--- config.mk ---
export PLATFORM = sky130hd
export DESIGN_NAME = load_store_unit
export DESIGN_NICKNAME = d
export VERILOG_FILES = /design/src/rtl/load_store_unit.sv
export SDC_FILE = /design/constraint.sdc
export NUM_CORES = 1
export LEC_CHECK = 0
export CELL_PAD_IN_SITES_DETAIL_PLACEMENT = 1
export CELL_PAD_IN_SITES_GLOBAL_PLACEMENT = 1
export CORE_MARGIN = 2
export CORE_UTILIZATION = 31
export CTS_CLUSTER_DIAMETER = 50
export DETAILED_ROUTE_END_ITERATION = 16
export GPL_ROUTABILITY_DRIVEN = 0
export PLACE_DENSITY = 0.92
export REMOVE_ABC_BUFFERS = 1
export SYNTH_ARGS = -nofsm -noshare
export SYNTH_HDL_FRONTEND = slang
export SYNTH_SLANG_ARGS = --single-unit
--- constraint.sdc ---
create_clock -name clk -period 2.4 [get_ports clk]
set_input_delay 0.48 -clock clk [delete_from_list [all_inputs] [get_ports clk]]
set_output_delay 0.48 -clock clk [all_outputs]
set_load 0.05 [all_outputs]
--- src/rtl/load_store_unit.sv ---
// Execute-to-memory load/store stage: RV32I access sizing, lane steering, ready handshake,
// pipeline stall, load extension, misalignment rejection and bus timeout.
module load_store_unit #(
    parameter int DATA_WIDTH     = 32,
    parameter int TIMEOUT_CYCLES = 16
) (
    input  logic                  clk,
    input  logic                  reset,
    input  logic                  MemRead,
    input  logic                  MemWrite,
    input  logic [2:0]            Funct3,
    input  logic [DATA_WIDTH-1:0] ALUResult,
    input  logic [DATA_WIDTH-1:0] WriteData,
    output logic                  mem_req,
    output logic                  mem_we,
    output logic [DATA_WIDTH-1:0] mem_addr,
    output logic [DATA_WIDTH-1:0] mem_wdata,
    output logic [3:0]            mem_wstrb,
    input  logic                  mem_ready,
    input  logic [DATA_WIDTH-1:0] mem_rdata,
    output logic [DATA_WIDTH-1:0] ReadData,
    output logic                  Stall,
    output logic                  Done,
    output logic                  Misaligned,
    output logic                  BusError
);

    localparam int NB = DATA_WIDTH / 8;
    localparam int CW = $clog2(TIMEOUT_CYCLES + 1);
    localparam logic [CW-1:0] TMAX = CW'(TIMEOUT_CYCLES - 1);

    typedef enum logic [1:0] {S_IDLE, S_REQ, S_DONE} state_t;

    state_t          r_state, w_next;
    logic [CW-1:0]   r_count;
    logic [1:0]      r_size;
    logic [1:0]      r_off;
    logic            r_uns;
    logic            r_load;

    logic            w_misaligned, w_accept, w_bad, w_complete, w_timeout;
    logic [3:0]      w_wstrb;
    logic [DATA_WIDTH-1:0] w_wdata, w_load_ext;
    logic [7:0]      w_byte;
    logic [15:0]     w_half;

    always_comb begin
        w_misaligned = 1'b0;
        w_wstrb      = 4'b1111;
        w_wdata      = WriteData;
        case (Funct3[1:0])
            2'b00: begin
                w_wstrb = 4'b0001 << ALUResult[1:0];
                w_wdata = {NB{WriteData[7:0]}};
            end
            2'b01: begin
                w_misaligned = ALUResult[0];
                w_wstrb      = ALUResult[1] ? 4'b1100 : 4'b0011;
                w_wdata      = {(NB/2){WriteData[15:0]}};
            end
            default: w_misaligned = (ALUResult[1:0] != 2'b00);
        endcase
    end

    // Lane selection uses the offset/size captured at acceptance, not the live inputs.
    always_comb begin
        w_byte     = mem_rdata[{r_off, 3'b000} +: 8];
        w_half     = mem_rdata[{r_off[1], 4'b0000} +: 16];
        w_load_ext = mem_rdata;
        case (r_size)
            2'b00:   w_load_ext = r_uns ? {{(DATA_WIDTH-8){1'b0}}, w_byte}
                                        : {{(DATA_WIDTH-8){w_byte[7]}}, w_byte};
            2'b01:   w_load_ext = r_uns ? {{(DATA_WIDTH-16){1'b0}}, w_half}
                                        : {{(DATA_WIDTH-16){w_half[15]}}, w_half};
            default: w_load_ext = mem_rdata;
        endcase
    end

    always_ff @(posedge clk) begin
        if (!reset) r_state <= S_IDLE;
        else        r_state <= w_next;
    end

    always_comb begin
        w_next     = r_state;
        Stall      = 1'b0;
        Done       = 1'b0;
        w_accept   = 1'b0;
        w_bad      = 1'b0;
        w_complete = 1'b0;
        w_timeout  = 1'b0;
        case (r_state)
            S_IDLE: begin
                if (MemRead | MemWrite) begin
                    if (w_misaligned) begin
                        w_bad = 1'b1;
                    end else begin
                        w_accept = 1'b1;
                        Stall    = 1'b1;
                        w_next   = S_REQ;
                    end
                end
            end
            S_REQ: begin
                Stall = 1'b1;
                if (mem_ready) begin
                    w_complete = 1'b1;
                    w_next     = S_DONE;
                end else if (r_count == TMAX) begin
                    w_timeout = 1'b1;
                    w_next    = S_IDLE;
                end
            end
            S_DONE: begin
                Done   = 1'b1;
                w_next = S_IDLE;
            end
            default: w_next = S_IDLE;
        endcase
    end

    always_ff @(posedge clk) begin
        if (!reset) begin
            mem_req    <= 1'b0;
            mem_we     <= 1'b0;
            mem_addr   <= '0;
            mem_wdata  <= '0;
            mem_wstrb  <= '0;
            ReadData   <= '0;
            Misaligned <= 1'b0;
            BusError   <= 1'b0;
            r_count    <= '0;
            r_size     <= '0;
            r_off      <= '0;
            r_uns      <= 1'b0;
            r_load     <= 1'b0;
        end else begin
            Misaligned <= w_bad;
            BusError   <= w_timeout;
            if (w_accept) begin
                mem_req   <= 1'b1;
                mem_we    <= MemWrite & ~MemRead;
                mem_addr  <= {ALUResult[DATA_WIDTH-1:2], 2'b00};
                mem_wdata <= w_wdata;
                mem_wstrb <= MemRead ? 4'b0000 : w_wstrb;
                r_count   <= '0;
                r_size    <= Funct3[1:0];
                r_off     <= ALUResult[1:0];
                r_uns     <= Funct3[2];
                r_load    <= MemRead;
            end else if (r_state == S_REQ) begin
                if (w_complete || w_timeout) mem_req <= 1'b0;
                if (w_complete && r_load)    ReadData <= w_load_ext;
                if (!mem_ready && !w_timeout) r_count <= r_count + CW'(1);
            end
        end
    end

endmodule

# Yosys cells after proc, flatten, opt, wreduce, memory -nomap -nowiden
# Index checks and enable logic that the tools add are counted.
[word_totals]
register_bits = 115
in_bits = 104
word_cells = 75
out_inout_bits = 106
[classes]
add_sub_neg = 1
n_reduce_logical = 17
muxes = 27
n_shift = 3
bitwise = 5
eq_ne = 8
[ops]
columns = ["op", "count"]
rows = [
  ["$pmux W32 S2", 2],
  ["$mux W32", 2],
  ["$shiftx A32 B6 Y16", 1],
  ["$shiftx A32 B6 Y8", 1],
  ["$mux W1", 13],
  ["$reduce_and A3 Y1", 3],
  ["$mux W2", 4],
  ["$mux W4", 2],
  ["$pmux W4 S2", 1],
  ["$eq A2 B1 Y1 const B", 3],
  ["$logic_not A2 Y1", 3],
  ["$reduce_bool A2 Y1", 3],
  ["$add A5 B1 Y5 const B", 1],
  ["$eq A5 B4 Y1 const B", 1],
  ["$ne A2 B2 Y1 const B", 2],
  ["$pmux W1 S2", 2],
  ["$pmux W2 S2", 1],
  ["$reduce_and A2 Y1", 2],
  ["$shl A1 B2 Y4 const A", 1],
  ["$ne A3 B3 Y1 const B", 1],
  ["$not A1 Y1", 3],
  ["$eq A2 B2 Y1 const B", 1],
  ["$logic_and A1 B1 Y1", 2],
  ["$logic_not A1 Y1", 2],
  ["other kinds (4)", 4],
]

# Depth between registers and ports, before layout
# Gate-level depths: netlist (run 1).
[depth]
word_depth = 8
ltp_mapped = 7
ltp_nobuf = 7

# Least setup slack after synthesis (run 1)
# No wires, ideal clock.
[synth_path]
path_type = "flip-flop to flip-flop"
startpoint = "reg r_count[0]"
endpoint = "reg r_count[3]"
synth_period_minus_slack_ps = 1861
t_arrival_ps = 1742
path_slack_ps = 539
n_path_buf = 0
setup_ps = 119
path_stages_with_launch = 8
cell_sequence = "dfxtp_1 > ha_1 > and3_1 > ha_1 > nor4b_2 > nand4_1 > xor2_1 > nor2_1"
[synth_between]
elab_chain_len = 7
elab_cells_between_ends = 8
cone_classes = "add/sub: 1; eq/ne: 1; mux: 3; reduce/logical: 3"
[synth_lines]
columns = ["item", "line_no", "rtl"]
rows = [
  ["start, declared", "35", "logic [CW-1:0] r_count;"],
  ["start signal, assigned", "154", "if (!mem_ready && !w_timeout) r_count <= r_count + CW'(1);"],
  ["$eq A5 B4 Y1", "109", "end else if (r_count == TMAX) begin"],
  ["$mux W1", "109", ""],
  ["$mux W1", "106", "if (mem_ready) begin"],
  ["$mux W1", "92", "case (r_state)"],
  ["$logic_not A1 Y1", "154", ""],
  ["$logic_and A1 B1 Y1", "154", ""],
  ["$reduce_and A2 Y1 (no line)", "--", ""],
]
# Several ways; a longest one is shown, not always the timed one.
# A chain may end at the register's enable or synchronous reset.

# Final worst setup path (run 1)
[layout_path]
startpoint = "reg r_state[1]"
endpoint = "out Done"
[layout_between]
elab_chain_len = 2
[layout_lines]
columns = ["item", "line_no", "rtl"]
rows = [
  ["start, declared", "34", "state_t r_state, w_next;"],
  ["start signal, assigned", "81", "else r_state <= w_next;"],
  ["$eq A2 B2 Y1", "92", ""],
  ["$mux W1", "92", ""],
  ["end, declared", "23", "output logic Done,"],
]
# Every way passes these cells.

==> key figures, run 1 <==
Power and ir drop
  • VDD IR max: a little under 0.5 mV
  • Sequential cell fraction of total power: between 30 and 40%
  • LEAKAGE: approximately 0.0031 uW
  • Sw Ratio: 28.00%
  • Internal: 4381 uW
  • Comb pwr share: slightly above 20%
  • Clock share of power: 45.1%
  • Switching power: ~1700 uW
  • PD cells: approximately 740 nW/um^2

Clock network
  • Postcts setup bufs: 0
  • Num CTS Buffers: 17
  • CTS resizes: 0
  • Hold_buf cts: 0
  • Worst-Skew Late Latency: approximately 0.41 ns
  • Clock root buffer: clkbuf_16
  • CTS tree: yes
  • Clock Sinks: approximately 120
  • Clock Pin Slew Worst Setup and Hold Paths: about 0.050 ns
  • Clock Path Buffers: 2
  • H-tree Lvls: 4

Logic synthesis
  • Yosys warnings: 0
  • Synth area leader: dfxtp_1
  • Syn Std Cell Area: ~5200 um^2
  • Top area cells in the synthesized netlist: dfxtp_1, nand2_1, a21boi_0
  • Yosys reg bits: 115
  • EDFF count, synth: 0
  • Top FF cell, synth: dfxtp_1
  • Mean post-synth cell area: between 8 and 9 um^2
  • Sequential share of the synthesized area: between 40 and 50%
  • Cell count after synthesis: 621
  • Yosys cell types: 50
  • Synth top area share: roughly 44%
  • Fraction of registers with async set/reset: 0%

STA
  • Fin crit period: ~2.3 ns
  • Worst-Margin Slew: between 0.5 and 0.6 ns
  • Final slew viol count: 0
  • Final setup viols: 0
  • Highest clock rate: ~440 MHz
  • Final hold violation count: 0
  • Period utilization: 94.37%
  • Hold_ws: 0.4613 ns
  • Slew margin rel.: around three fifths
  • Worst Skew: 0.007044 ns
  • RSZ-0062 raised after global routing: no

Floorplan
  • Boundary Pins: 210
  • Die Y: approximately 130 um
  • Die area: roughly 18000 um^2
  • Core Region: 16470 um^2
  • Row count: 47
  • Die width: between 100 and 150 um
  • Initial Utilization: 31.55%

Finish
  • Fillers: 1923
  • ANT cells: 0
  • Fin area: 8194 um^2
  • Share of cells above drive strength 1: 8.523%
  • Synthesis-to-layout area growth: 57.73%
  • Layout Nets: 926

Route
  • Final ANT Viol Nets: 0
  • Pre-antenna DRT Iters: 4
  • 1st-iter DRT viols: ~280
  • Via count: about 5400
  • Wire per inst: 18.50 um
  • DRC: 0
  • Routed WL: between 15000 and 20000 um
  • Via density: about 5

Worst hold path
  • Min-Delay Path Class: register to register
  • Hold Crit Depth: 2

Run status
  • Status: finished clean

Placed design
  • DPL Wire Length: ~14000 um
  • Port bufs: between 200 and 250
  • DP Area: 7561 um^2

Global routing
  • Met3 Usage GRT: between 3 and 4%
  • GR peak layer: met2
  • Met1 usage: between 20 and 30%
  • Grt met2 use: just under 40%
  • Vias in the first global route: between 5000 and 6000
  • First-pass GRT wire length: 30720 um
  • Antenna violations before repair: 0
  • Grt total ovfl: 0
  • Tot GR Track Use: 21.80%
  • Largest net degree at the start of global routing: about 70

Worst setup path
  • R2r worst-path depth: 4
  • Critical path capture point type: primary output
  • CP arrival: 1.78 ns
  • Setup crit start kind: register
  • CP required: 1.92 ns
  • Peak fanout along the critical path: 5
  • Worst setup path class: register to primary output

Run
  • MaxCap Viol Count: 0
## sequential cells by signal, indices dropped and copies added (netlist names)
name and count:
BusError 1, Misaligned 1, ReadData 32, mem_addr 30, mem_req 1, mem_wdata 32
mem_we 1, mem_wstrb 4, r_count 5, r_load 1, r_off 2, r_size 2
r_state 2, r_uns 1
## area by class of cell
type	instances	area (um^2)	share of cell area [%]
sequential	115	2302	28.10
tap	220	275.3	3.359
clock inverter	11	182.7	2.229
multi-input combinational	447	2618	31.94
timing repair buffer	228	2325	28.37
inverter	11	41.29	0.5039
clock buffer	21	450.4	5.497
## synth_stat cells (2+ instances only)
master / number
a21boi_0: 53
a21oi_1: 30
a221oi_1: 8
a32o_1: 8
and2_1: 3
and3_1: 5
buf_2: 11
buf_4: 5
buf_6: 4
clkbuf_1: 27
dfxtp_1: 115
ha_1: 2
inv_1: 10
mux2_2: 7
mux2_4: 3
mux2i_1: 9
nand2_1: 157
nand2b_1: 6
nand3_1: 18
nand4_1: 2
nand4b_1: 8
nor2_1: 25
nor2b_1: 3
o211a_1: 9
o211ai_1: 23
o21a_1: 2
o21ai_0: 38
or3_1: 7
xor2_1: 2
## critical path: stages (launching register included)
cell and delay (ns):
dfxtp_1 0.39, nor2b_1 0.17, clkdlybuf4s50_1 0.82
## per-stage QoR
stage / total power [uW] / setup TNS, ns / util (%) / setup slack, ns / cells
after floorplan: 2775 / -7.854 / - / -0.4249 / 573
after global placement: 3348 / 0 / 45.92 / 0.1418 / 1021
after detailed placement: 3378 / 0 / 45.92 / 0.06097 / 1021
after CTS: 6143 / 0 / 49.76 / 0.09904 / 1053
after global routing: 6324 / 0 / 49.76 / 0.06325 / 1053
final: 6085 / 0 / 49.76 / 0.1351 / 1053
## metal layers
layer  vias to the layer above  share of wire (%)
met5                         -                  0
met4                         0                3.2
met3                        45                3.5
met2                       141                 51
met1                      2638                 42
li1                       2560                  -
## power groups by stage
stage	Sequential (uW)	Clock, uW	Combinational [uW]
2_1_floorplan	2460	0	317
6_report	2090	2740	1250
3_3_place_gp	2120	0	1220
3_5_place_dp	2130	0	1250
4_1_cts	2090	2790	1260
5_1_grt	2100	2890	1330
## layout by cell type (no fill, tap or decap), types with 2 or more instances in the layout
master	n
or3_1	7
o21ai_0	38
xor2_1	2
a32o_1	8
a221oi_1	8
nand4b_1	8
nor2_1	25
nor2b_1	3
o211a_1	9
buf_12	8
inv_1	10
buf_4	15
a21oi_1	30
nand4_1	2
ha_1	2
and2_1	3
clkbuf_1	3
nand3_1	18
clkdlybuf4s50_1	205
mux2_2	7
clkinv_2	5
bufinv_16	5
a21boi_0	53
mux2i_1	9
o21a_1	2
conb_1	2
o211ai_1	23
mux2_4	3
clkbuf_16	17
nand2b_1	6
nand2_1	157
and3_1	5
dfxtp_1	115
## cell families (layout without fill, tap and decap cells)
logic type / count (synthesis) / in the layout / share of synthesized area (%)
fa+ha+maj: 2 / 2 / 0.4816
buf+inv: 60 / 271 / 5.563
other cells: 1 / 2 / 0.07219
compound gates: 177 / 177 / 23.41
simple gates: 243 / 243 / 21.10
mux: 20 / 20 / 4.552
flops: 115 / 115 / 44.32
xor+xnor: 3 / 3 / 0.5059
## path summary, 6_finish.rpt
kind,startpoint,end,slack [ns]
max,r_state[1],Done,0.14
min,mem_addr[29],mem_addr[29],0.46
max reg2reg,r_size[0],ReadData[0],0.45
min reg2reg,mem_addr[29],mem_addr[29],0.46
(Power assumes the default switching activity.)
==> inputs of run 2 (changes only) <==
--- a/config.mk
+++ b/config.mk
@@ -5,14 +5,14 @@
 export SDC_FILE = /design/constraint.sdc
 export NUM_CORES = 1
 export LEC_CHECK = 0
-export CELL_PAD_IN_SITES_DETAIL_PLACEMENT = 1
+export CELL_PAD_IN_SITES_DETAIL_PLACEMENT = 0
 export CELL_PAD_IN_SITES_GLOBAL_PLACEMENT = 1
 export CORE_MARGIN = 2
-export CORE_UTILIZATION = 31
+export CORE_UTILIZATION = 25
 export CTS_CLUSTER_DIAMETER = 50
 export DETAILED_ROUTE_END_ITERATION = 16
 export GPL_ROUTABILITY_DRIVEN = 0
-export PLACE_DENSITY = 0.92
+export PLACE_DENSITY = 0.79
 export REMOVE_ABC_BUFFERS = 1
 export SYNTH_ARGS = -nofsm -noshare
 export SYNTH_HDL_FRONTEND = slang
==> run 2 against run 1 <==
Against the previous run: global-route usage decreased by 6.2 points; clock power fell by 7%; cell area up 0.32%; critical path depth unchanged; critical endpoint unchanged; highest routed layer unchanged.
==> key figures, run 2 (same netlist as run 1, synthesis figures left out) <==
Run status
  • Status: finished clean (unchanged)

Route
  • Routed WL: 17260 um (was 19480 um)
  • Via count: 5114 (was 5384)
  • Via density: 4.620 (was 5.113)
  • Final ANT Viol Nets: 0 (unchanged)
  • Wire per inst: 15.59 um (was 18.50 um)
  • Pre-antenna DRT Iters: 4 (unchanged)
  • DRC: 0 (unchanged)
  • 1st-iter DRT viols: 268 (was 276)

Worst setup path
  • Slowest Stage Delay on Critical Path: 0.83 ns (was 0.82 ns)
  • Critical path capture point type: primary output (unchanged)
  • CP max-delay cell: clkdlybuf4s50_1 (unchanged)
  • Crit-path cells: nor2b_1 > clkdlybuf4s50_1 (unchanged)
  • Peak fanout along the critical path: 5 (unchanged)
  • Worst setup path class: register to primary output (unchanged)
  • CP arrival: 1.82 ns (was 1.78 ns)
  • WP buf/inv: 1 (unchanged)
  • Setup crit start kind: register (unchanged)
  • Top delay family on crit path: buffers and inverters (unchanged)
  • CP required: 1.92 ns (about the same)

STA
  • Final setup viols: 0 (unchanged)
  • Hold_ws: 0.4596 ns (was 0.4613 ns)
  • Final slew viol count: 0 (unchanged)
  • Final hold violation count: 0 (unchanged)
  • Setup WS post-layout: 0.09787 ns (was 0.1351 ns)
  • Fin crit period: 2.302 ns (was 2.265 ns)
  • Worst Skew: 0.01077 ns (was 0.007044 ns)
  • Worst-Margin Slew: 0.6571 ns (was 0.5887 ns)
  • Highest clock rate: 434.4 MHz (was 441.5 MHz)
  • RSZ-0062 raised after global routing: no (unchanged)
  • Period utilization: 95.92% (was 94.37%)
  • Slew margin rel.: 56.03% (was 60.63%)

Floorplan
  • Die area: 21950 um^2 (was 17810 um^2)
  • Boundary Pins: 210 (unchanged)
  • Die Y: 148.2 um (was 133.5 um)
  • Core Region: 20300 um^2 (was 16470 um^2)
  • Die width: 148.2 um (was 133.5 um)
  • Initial Utilization: 25.59% (was 31.55%)
  • Row count: 52 (was 47)

Power and ir drop
  • PD cells: 712.6 nW/um^2 (was 742.6 nW/um^2)
  • Sw Ratio: 28.76% (was 28.00%)
  • Internal: 4173 uW (was 4381 uW)
  • Sequential cell fraction of total power: 35.5% (was 34.3%)
  • Clock share of power: 43.4% (was 45.1%)
  • Switching power: 1685 uW (was 1704 uW)
  • Comb pwr share: 21.0% (was 20.6%)
  • LEAKAGE: 0.003093 uW (was 0.003098 uW)
  • VDD IR max: 0.3917 mV (was 0.4969 mV)

Clock network
  • CTS resizes: 0 (unchanged)
  • Clock Sinks: 115 (unchanged)
  • Worst-Skew Late Latency: 0.42 ns (was 0.41 ns)
  • Postcts setup bufs: 0 (unchanged)
  • Clock root buffer: clkbuf_16 (unchanged)
  • Clock Path Buffers: 2 (unchanged)
  • Num CTS Buffers: 17 (unchanged)
  • Clock Pin Slew Worst Setup and Hold Paths: 0.06 ns (was 0.05 ns)
  • CTS tree: yes (unchanged)
  • H-tree Lvls: 4 (unchanged)
  • Hold_buf cts: 0 (unchanged)

Global routing
  • Grt total ovfl: 0 (unchanged)
  • Vias in the first global route: 4891 (was 5760)
  • First-pass GRT wire length: 26870 um (was 30720 um)
  • Largest net degree at the start of global routing: 64 (was 68)
  • Tot GR Track Use: 15.59% (was 21.80%)
  • Antenna violations before repair: 0 (unchanged)

Finish
  • Commonest non-fill, non-tap cell in the layout: clkdlybuf4s50_1 (unchanged)
  • Synthesis-to-layout area growth: 58.24% (was 57.73%)
  • Regs by FF count: ReadData x32, mem_wdata x32, mem_addr x30 (unchanged)
  • Fillers: 2051 (was 1923)
  • Non-filler cells, final: 1107 (was 1053)
  • Commonest cells after routing, fill and taps aside: clkdlybuf4s50_1, nand2_1, dfxtp_1 (unchanged)
  • ANT cells: 0 (unchanged)
  • Multi-input logic area: 2618 um^2 (unchanged)
  • Share of cells above drive strength 1: 9.319% (was 8.523%)
  • Layout Nets: 931 (was 926)
  • FF+latch area: 2302 um^2 (unchanged)
  • Core Util, Final: 40.50% (was 49.76%)

Placed design
  • Post-placement cell count: 1076 (was 1021)
  • DPL Wire Length: 12280 um (was 13640 um)
  • Pre-CTS setup slack: 0.1180 ns (was 0.06097 ns)
  • Port bufs: 207 (unchanged)

Worst hold path
  • Min-Delay Path Class: register to register (unchanged)

Run
  • MaxCap Viol Count: 0 (unchanged)
==> run 2: cell types whose count changed in the layout (fill, tap and decap cells not counted) <==
cell        before  now
buf_12           8    5
clkbuf_1         3    0
bufinv_16        5    2
clkinv_2         5    4
buf_4           15   23
clkbuf_8         1    5
clkinvlp_4       1    3
==> run 2: worst paths after layout <==
kind / startpoint / endpoint / cells after the start / slack, ns
max: r_state[1] / Done / 2 / 0.1
min: mem_wstrb[0] / mem_wstrb[0] / 2 / 0.46
max reg2reg: r_size[0] / ReadData[5] / 4 / 0.51
min reg2reg: mem_wstrb[0] / mem_wstrb[0] / 2 / 0.46
==> run 2: area by class of cell <==
cell class / count / area share [%]
timing repair buffer: 233 / 28.28
clock buffer: 22 / 6.012
inverter: 11 / 0.5023
clock inverter: 9 / 1.248
tap: 270 / 4.110
multi-input combinational: 447 / 31.84
sequential: 115 / 28.01
==> run 2: worst register-to-register path: stages, from the launching register on <==
cell and delay [ns]:
dfxtp_1 0.63, and2b_2 0.40, o21ai_0 0.17, and2_1 0.40, a221oi_1 0.17
==> run 2: power by group through the flow <==
| stage | logic (uW) | registers (uW) | clock network [uW] |
|---|---|---|---|
| after global placement | 1240 | 2120 | 0 |
| after detailed placement | 1240 | 2120 | 0 |
| after floorplan | 317 | 2460 | 0 |
| after CTS | 1250 | 2080 | 2620 |
| after global routing | 1310 | 2090 | 2720 |
| final | 1230 | 2080 | 2540 |
==> run 2: metal layers <==
metal  up-vias  wire length, um  GRT usage [%]
li1       2574                -              -
met1      2383             7771          20.32
met2       130             8233          24.75
met3        27              829          3.528
met4         0              422          6.810
met5         -                0              0
==> run 2: per-stage QoR <==
step / setup TNS (ns) / instance area [um^2] / power, uW
floorplan: -7.854 / 4951 / 2775
global placement: 0 / 7624 / 3359
detailed placement: 0 / 7624 / 3365
CTS: 0 / 8220 / 5945
global route: 0 / 8220 / 6126
finish: 0 / 8220 / 5858
